## config.mk

```make
export PLATFORM = sky130hd
export DESIGN_NAME = spi_adc_reader
export DESIGN_NICKNAME = d
export VERILOG_FILES = /design/src/rtl/adc_spi_pkg.sv /design/src/rtl/spi_clk_div.sv /design/src/rtl/spi_adc_reader.sv
export SDC_FILE = /design/constraint.sdc
export NUM_CORES = 1
export LEC_CHECK = 0
export CAP_MARGIN = 20
export CELL_PAD_IN_SITES_DETAIL_PLACEMENT = 1
export CELL_PAD_IN_SITES_GLOBAL_PLACEMENT = 2
export CORE_ASPECT_RATIO = 2
export CORE_MARGIN = 4
export CORE_UTILIZATION = 41
export DETAILED_ROUTE_END_ITERATION = 8
export GPL_ROUTABILITY_DRIVEN = 0
export PLACE_DENSITY_LB_ADDON = 0.3
export SLEW_MARGIN = 20
export SYNTH_ARGS = -nofsm -noshare
export SYNTH_HDL_FRONTEND = slang
export SYNTH_SLANG_ARGS = --single-unit
```

## constraint.sdc

```tcl
create_clock -name clk -period 3.8 [get_ports clk]
set_input_delay 0.57 -clock clk [delete_from_list [all_inputs] [get_ports clk]]
set_output_delay 0.57 -clock clk [all_outputs]
set_load 0.1 [all_outputs]
```

## src/rtl/adc_spi_pkg.sv

```systemverilog
// Shared types and constants for the SPI ADC reader.
package adc_spi_pkg;

    localparam int DATA_BITS      = 12;
    localparam int FRAME_BITS_DEF = 16;
    localparam int LEAD_BITS_DEF  = 3;

    typedef enum logic [1:0] {
        IDLE,
        SETUP,
        SHIFT,
        HOLD
    } state_e;

endpackage

```

## src/rtl/spi_clk_div.sv

```systemverilog
// SCLK half-period generator: alternating rise/fall ticks every CLK_DIV cycles.
// Counter and phase clear whenever disabled, so each frame starts with a rise tick.
module spi_clk_div #(
    parameter int CLK_DIV = 4
) (
    input  logic clk,
    input  logic rst_n,
    input  logic en,
    output logic rise_tick,
    output logic fall_tick
);

    localparam int CW = $clog2(CLK_DIV);

    logic [CW-1:0] cnt_q, cnt_d;
    logic          phase_q, phase_d;
    logic          tick;

    // Half-period count and rise/fall phase selection
    always_comb begin
        tick    = en && (cnt_q == CW'(CLK_DIV - 1));
        cnt_d   = '0;
        phase_d = 1'b0;
        if (en) begin
            cnt_d   = tick ? '0 : cnt_q + CW'(1);
            phase_d = tick ? ~phase_q : phase_q;
        end
        rise_tick = tick && !phase_q;
        fall_tick = tick && phase_q;
    end

    // Divider state registers
    always_ff @(posedge clk or negedge rst_n) begin
        if (!rst_n) begin
            cnt_q   <= '0;
            phase_q <= 1'b0;
        end else begin
            cnt_q   <= cnt_d;
            phase_q <= phase_d;
        end
    end

endmodule

```

## src/rtl/spi_adc_reader.sv

```systemverilog
// Periodic SPI (mode 0) reader for an MCP3201-style 12-bit ADC.
module spi_adc_reader
    import adc_spi_pkg::*;
#(
    parameter int CLK_DIV       = 4,
    parameter int SAMPLE_PERIOD = 50000,
    parameter int FRAME_BITS    = FRAME_BITS_DEF,
    parameter int LEAD_BITS     = LEAD_BITS_DEF
) (
    input  logic                 clk,
    input  logic                 rst_n,
    input  logic                 en,
    input  logic                 spi_miso,
    output logic                 spi_cs_n,
    output logic                 spi_sclk,
    output logic [DATA_BITS-1:0] data,
    output logic                 new_data,
    output logic                 busy
);

    localparam int TW = $clog2(SAMPLE_PERIOD);
    localparam int BW = $clog2(FRAME_BITS + 1);
    localparam int HW = $clog2(CLK_DIV);

    state_e               state_q, state_d;
    logic [TW-1:0]        tmr_q, tmr_d;
    logic                 start_q, start_d;
    logic [BW-1:0]        bit_q, bit_d;
    logic [HW-1:0]        hold_q, hold_d;
    logic                 sclk_q, sclk_d;
    logic [DATA_BITS-1:0] shreg_q, shreg_d;
    logic [DATA_BITS-1:0] data_q, data_d;
    logic                 nd_q, nd_d;
    logic                 div_en, rise_tick, fall_tick, in_window;

    assign div_en   = (state_q == SETUP) || (state_q == SHIFT);
    assign spi_cs_n = !div_en;
    assign spi_sclk = sclk_q;
    assign data     = data_q;
    assign new_data = nd_q;
    assign busy     = (state_q != IDLE);

    // Bits after the lead-in are the 12 data bits, MSB first
    assign in_window = (bit_q >= BW'(LEAD_BITS)) && (bit_q < BW'(LEAD_BITS + DATA_BITS));

    spi_clk_div #(.CLK_DIV(CLK_DIV)) u_div (
        .clk      (clk),
        .rst_n    (rst_n),
        .en       (div_en),
        .rise_tick(rise_tick),
        .fall_tick(fall_tick)
    );

    // Conversion-rate timer; a wrap while busy or disabled is simply dropped
    always_comb begin
        tmr_d   = (tmr_q == '0) ? TW'(SAMPLE_PERIOD - 1) : tmr_q - TW'(1);
        start_d = (tmr_q == '0) && en && (state_q == IDLE);
    end

    // Frame FSM: SETUP's tick doubles as the first SCLK rise; the tick after the
    // last fall closes the frame and publishes the result
    always_comb begin
        state_d = state_q;
        bit_d   = bit_q;
        hold_d  = hold_q;
        sclk_d  = sclk_q;
        shreg_d = shreg_q;
        data_d  = data_q;
        nd_d    = 1'b0;
        case (state_q)
            IDLE: begin
                sclk_d = 1'b0;
                if (start_q) begin
                    state_d = SETUP;
                    bit_d   = '0;
                    shreg_d = '0;
                end
            end
            SETUP, SHIFT: begin
                if (rise_tick) begin
                    if (bit_q == BW'(FRAME_BITS)) begin
                        state_d = HOLD;
                        hold_d  = '0;
                        data_d  = shreg_q;
                        nd_d    = 1'b1;
                    end else begin
                        state_d = SHIFT;
                        sclk_d  = 1'b1;
                        bit_d   = bit_q + BW'(1);
                        if (in_window) shreg_d = {shreg_q[DATA_BITS-2:0], spi_miso};
                    end
                end else if (fall_tick) begin
                    sclk_d = 1'b0;
                end
            end
            HOLD: begin
                if (hold_q == HW'(CLK_DIV - 1)) state_d = IDLE;
                else                            hold_d  = hold_q + HW'(1);
            end
            default: state_d = IDLE;
        endcase
    end

    // State registers
    always_ff @(posedge clk or negedge rst_n) begin
        if (!rst_n) begin
            state_q <= IDLE;
            tmr_q   <= TW'(SAMPLE_PERIOD - 1);
            start_q <= 1'b0;
            bit_q   <= '0;
            hold_q  <= '0;
            sclk_q  <= 1'b0;
            shreg_q <= '0;
            data_q  <= '0;
            nd_q    <= 1'b0;
        end else begin
            state_q <= state_d;
            tmr_q   <= tmr_d;
            start_q <= start_d;
            bit_q   <= bit_d;
            hold_q  <= hold_d;
            sclk_q  <= sclk_d;
            shreg_q <= shreg_d;
            data_q  <= data_d;
            nd_q    <= nd_d;
        end
    end

endmodule

```

==> flow_summary.yaml, run 1 <==
status:
  status: "complete, no violations"
logic_synthesis:
  synth_edf_count: 0
  synth-seq-cells: 55
  synthArstFlopShare: 1.00
  syn-num-nets: 238
  synth.avg_cell_area_sq_um: 11.2
  synth_ff_type: "dfrtp_1"
  ys_seq_area_frac: 0.547
  synth_warnings: 0
  synth_cell_types: 42
  netlist_area_sq_um: 2540
  synth_cells: 226
sta:
  final.min_clock_period_ps: 2730
  relSlewSlack: 0.341
  slew_viol_final: 0
  holdWs_ps: 379
  fin_crit_sh: 0.718
  setup_ws_ps: 1070
  grt_setup_unrepaired: "no"
  setup_violations: 0
  final-hold-violation-count: 0
  skew_ps: 8.00
  max_freq_ghz: 0.367
  tightest_slew_ps: 985
  fin_tns_setup_ps: 0
pwr:
  vdd_drop_max_uv: 309
  total_power_w: 0.00181
  p_per_area_nw_per_um2: 617
  p_leak_nw: 1.34
clocking:
  cts_tree: "yes"
  clk_pin_slew_ps: 70
  cts_buffers: 5
  cts_hold_buf: 0
  postCtsSetupRepairBufs: 0
  post_cts_resized: 0
  clock_latency_ps: 300
  ctsRootBufferMaster: "clkbuf_16"
  cts.sinks: 55
  h-tree-depth: 2
  clk_path_buf_depth: 2
detailed_routing:
  vias: 1783
  via_per_inst: 5.71
  drt_wl_total_microns: 5570
  drt.antenna.violating_nets: 0
  drt-initial-drc-count: 57
  drc: 0
  firstDrtPassIters: 4
  wl_per_cell_microns: 17.8
setup_path:
  cp_max_fo: 4
  crit_top_cell: "inv_1"
  cp_slowest_cell: "clkdlybuf4s50_1"
  crit_arrival_ps: 2160
  cp_cell_sequence: "inv_1 -> ha_1 -> inv_1 -> clkdlybuf4s50_1"
  rr_endpoint: "hold_q[1]"
  cp-start-kind: "flip-flop"
  regToRegSetupSlack_ps: 1320
  endpoint_kind: "primary output"
  required_ps: 3230
  cpPeakStageDelay_ps: 1120
  reg2reg_from: "state_q[0]"
  r2r_cells: 4
  path_class: "reg -> out"
floorplan:
  core_area_sq_um: 6010
  start_util: 0.423
  rows: 40
  die_w_microns: 63.6
  num_io_pins: 20
  die-height_microns: 119
  dieArea_sq_um: 7590
cells_and_area:
  syn_to_final_growth_pct: 15.9
  final_area_sq_um: 2940
  antenna_cells: 0
  nNetsFinal: 260
  final_cell_mix: "dfrtp_1 (46), nor2_1 (17), clkdlybuf4s50_1 (17), nand2_1 (16)"
  final_common_cell: "dfrtp_1"
  drive_above_1_share: 0.169
placement:
  hpwl_microns: 4080
  dpl_worst_slack_ps: 1290
  io_buffers: 19
  place_area_sq_um: 2800
min_path:
  worstHoldPathType: "in -> async"
global_route:
  grt-ovfl-total: 0
  grt_pass1_wl_microns: 9780
  grtUsageTotal: 0.166
  grt_start_max_net_pins: 39
  grt_pass1_vias: 1942
  antenna_found_initial: 0
flow_run:
  max-cap-violations: 0
==> worst max path at each step <==
stage / startpoint / end / slack (ps) / cells past startpoint
CTS: state_q[0] / busy / 1050 / 4
global placement: state_q[0] / hold_q[1] / 1380 / 4
finish: state_q[0] / busy / 1070 / 4
floorplan: state_q[0] / shreg_q[10] / 1340 / 7
detailed placement: state_q[0] / hold_q[1] / 1290 / 4
global route: state_q[0] / busy / 1000 / 4
==> stage by stage <==
step,instances,utilization
3_3_place_gp,304,0.465
4_1_cts,312,0.490
6_report,312,0.490
2_1_floorplan,226,-
3_5_place_dp,304,0.465
5_1_grt,312,0.490
==> state kept, by name, indices dropped and copies added (netlist names) <==
name and count:
u_div.phase_q 1, data 12, bit_q 5, u_div.cnt_q 2, shreg_q 12, state_q 2
tmr_q 16, new_data 1, start_q 1, hold_q 2, spi_sclk 1
==> worst max-delay path: cells and delay by family (launching register included) <==
kind,cells,cell delay (ps)
buf+inv,3,1240
flops,1,400
fa+ha+maj,1,220
==> report_power, final <==
| group | total [W] | internal (W) | switching (W) |
|---|---|---|---|
| Combinational | 0.000621 | 0.000203 | 0.000417 |
| Sequential | 0.000728 | 0.000662 | 0.0000663 |
| Clock | 0.000466 | 0.000249 | 0.000217 |
==> metal layers <==
| metal | share of wire | global-route usage | vias to the layer above |
|---|---|---|---|
| li1 | - | - | 849 |
| met1 | 0.39 | 0.187 | 915 |
| met2 | 0.58 | 0.301 | 14 |
| met3 | 0.016 | 0.0311 | 5 |
| met4 | 0.019 | 0.0609 | 0 |
| met5 | 0 | 0 | - |
==> synth_stat cells (all sizes together) (3+ instances only) <==
| library cell | count | share of area |
|---|---|---|
| inv | 11 | 0.016 |
| or3 | 3 | 0.0094 |
| nand2b | 5 | 0.012 |
| clkbuf | 6 | 0.0089 |
| xor2 | 5 | 0.017 |
| nand3 | 7 | 0.014 |
| nor2b | 3 | 0.0074 |
| a21oi | 9 | 0.018 |
| dfstp | 9 | 0.093 |
| xnor2 | 7 | 0.024 |
| dfrtp | 46 | 0.45 |
| nor2 | 17 | 0.025 |
| nand2 | 16 | 0.024 |
| mux2 | 12 | 0.053 |
| o21ai | 8 | 0.016 |
| a22o | 12 | 0.041 |
| or4 | 5 | 0.016 |
| nor3 | 6 | 0.012 |
| ha | 8 | 0.039 |
| nor4 | 7 | 0.023 |
==> final cells by class <==
type / count / area [sq um]
Clock buffer: 6 / 129
Clock inverter: 2 / 17.5
Fill cell: 671 / 3060
Inverter: 11 / 41.3
Multi-Input combinational cell: 153 / 1080
Sequential cell: 55 / 1390
Tap cell: 63 / 78.8
Timing Repair Buffer: 22 / 205
==> cell families after synthesis <==
| group | share of synthesized area |
|---|---|
| buffers and inverters | 0.0296 |
| xor gates and xnor gates | 0.0414 |
| AOI/OAI and AO/OA | 0.121 |
| DFF | 0.547 |
| muxes | 0.0532 |
| adders and majority gates | 0.0394 |
| and+or+nand+nor | 0.169 |
Note: power is estimated with default switching activity, not from simulation.
==> inputs of run 2 (changes only) <==
--- a/config.mk
+++ b/config.mk
@@ -10,7 +10,7 @@
 export CELL_PAD_IN_SITES_GLOBAL_PLACEMENT = 2
 export CORE_ASPECT_RATIO = 2
 export CORE_MARGIN = 4
-export CORE_UTILIZATION = 41
+export CORE_UTILIZATION = 35
 export DETAILED_ROUTE_END_ITERATION = 8
 export GPL_ROUTABILITY_DRIVEN = 0
 export PLACE_DENSITY_LB_ADDON = 0.3
==> constraint.sdc (replaced) <==
create_clock -name clk -period 2.3 [get_ports clk]
set_input_delay 0.345 -clock clk [delete_from_list [all_inputs] [get_ports clk]]
set_output_delay 0.345 -clock clk [all_outputs]
set_load 0.1 [all_outputs]
==> flow_summary.yaml, run 2 (same netlist as run 1, synthesis figures left out) <==
global_route:
  grt_start_max_net_pins: 24
  grt-ovfl-total: 0
  grt_pass1_wl_microns: 9390
  antenna_found_initial: 0
  grt_pass1_vias: 1912
  grtUsageTotal: 0.143
detailed_routing:
  firstDrtPassIters: 4
  drc: 0
  via_per_inst: 5.23
  wl_per_cell_microns: 16.0
  vias: 1806
  drt.antenna.violating_nets: 0
  drt-initial-drc-count: 76
  drt_wl_total_microns: 5520
setup_path:
  cpPeakStageDelay_ps: 560
  required_ps: 2520
  crit_top_cell: "or4_1"
  r2r_cells: 4
  crit_arrival_ps: 2320
  path_class: "reg -> reg"
  cp_slowest_cell: "or4_1"
  reg2reg_from: "tmr_q[10]"
  cp_max_fo: 6
  regToRegSetupSlack_ps: 190
  cp_cell_sequence: "or4_1 -> or3_4 -> or4_1 -> o21ai_0"
  endpoint_kind: "flip-flop"
  cp-start-kind: "flip-flop"
  rr_endpoint: "tmr_q[15]"
clocking:
  clk_path_buf_depth: 2
  postCtsSetupRepairBufs: 0
  post_cts_resized: 0
  clock_latency_ps: 300
  h-tree-depth: 2
  clk_pin_slew_ps: 80
  cts_hold_buf: 0
  cts_buffers: 5
  ctsRootBufferMaster: "clkbuf_16"
  cts_tree: "yes"
  cts.sinks: 55
sta:
  slew_viol_final: 0
  max_freq_ghz: 0.474
  grt_setup_unrepaired: "no"
  fin_tns_setup_ps: 0
  skew_ps: 5.68
  fin_crit_sh: 0.917
  final-hold-violation-count: 0
  relSlewSlack: 0.654
  final.min_clock_period_ps: 2110
  setup_violations: 0
  setup_ws_ps: 191
  tightest_slew_ps: 518
placement:
  hpwl_microns: 4140
  dpl_worst_slack_ps: 182
  dp.cells: 337
  io_buffers: 19
pwr:
  total_power_w: 0.00313
  p_per_area_nw_per_um2: 1040
  p_leak_nw: 1.40
  vdd_drop_max_uv: 581
floorplan:
  core_area_sq_um: 6990
  num_io_pins: 20
  rows: 43
  die-height_microns: 128
  die_w_microns: 68.2
  dieArea_sq_um: 8760
  start_util: 0.363
flow_run:
  max-cap-violations: 0
cells_and_area:
  drive_above_1_share: 0.255
  syn_to_final_growth_pct: 18.7
  nNetsFinal: 266
  finalNonFillerCells: 345
  largest_reg_flops: 16
  final_cell_mix: "dfrtp_1 (46), buf_4 (24), nor2_1 (17), nand2_1 (16)"
  antenna_cells: 0
  final_common_cell: "dfrtp_1"
  max_flop_register: "tmr_q"
status:
  status: "complete, no violations"
min_path:
  worstHoldPathType: "in -> async"
-- run 2: power by group --
group / switching (W) / internal [W] / leakage [nW]
clock: 0.000374 / 0.000414 / 0.0719
combinational: 0.000723 / 0.000415 / 0.613
sequential: 0.000109 / 0.00109 / 0.711
-- run 2: worst max-delay path: cells and delay by family (launching register included) --
kind | cells | cell delay, ps
and+or+nand+nor | 3 | 1430
DFF | 1 | 410
AOI/OAI and AO/OA | 1 | 190
-- run 2: routing by layer --
metal  global-route usage  share of wire
met1                0.152           0.39
met2                0.265           0.57
met3               0.0314          0.022
met4               0.0528          0.018
met5                    0              0
-- run 2: worst max-delay path by stage --
stage | end | from | slack (ps)
5_1_grt | tmr_q[15] | tmr_q[10] | 110
6_report | tmr_q[15] | tmr_q[10] | 190
2_1_floorplan | shreg_q[10] | state_q[0] | 50
3_5_place_dp | tmr_q[15] | tmr_q[10] | 180
4_1_cts | tmr_q[15] | tmr_q[10] | 170
3_3_place_gp | start_q | tmr_q[10] | 230
-- run 2: stage by stage --
stage          utilization  instance area, sq um  hold slack (ps)
2_1_floorplan            -                  2560             49.4
4_1_cts              0.431                  3010             19.9
6_report             0.431                  3010             13.4
3_5_place_dp         0.409                  2860              349
3_3_place_gp         0.409                  2860              340
5_1_grt              0.431                  3010             39.1
-- run 2: area by class of cell --
cell class	instances	area (sq um)
timing repair buffer	28	225
clock inverter	3	27.5
tap	90	113
multi-input combinational	153	1090
clock buffer	5	125
fill	801	3980
inverter	11	45.0
sequential	55	1390
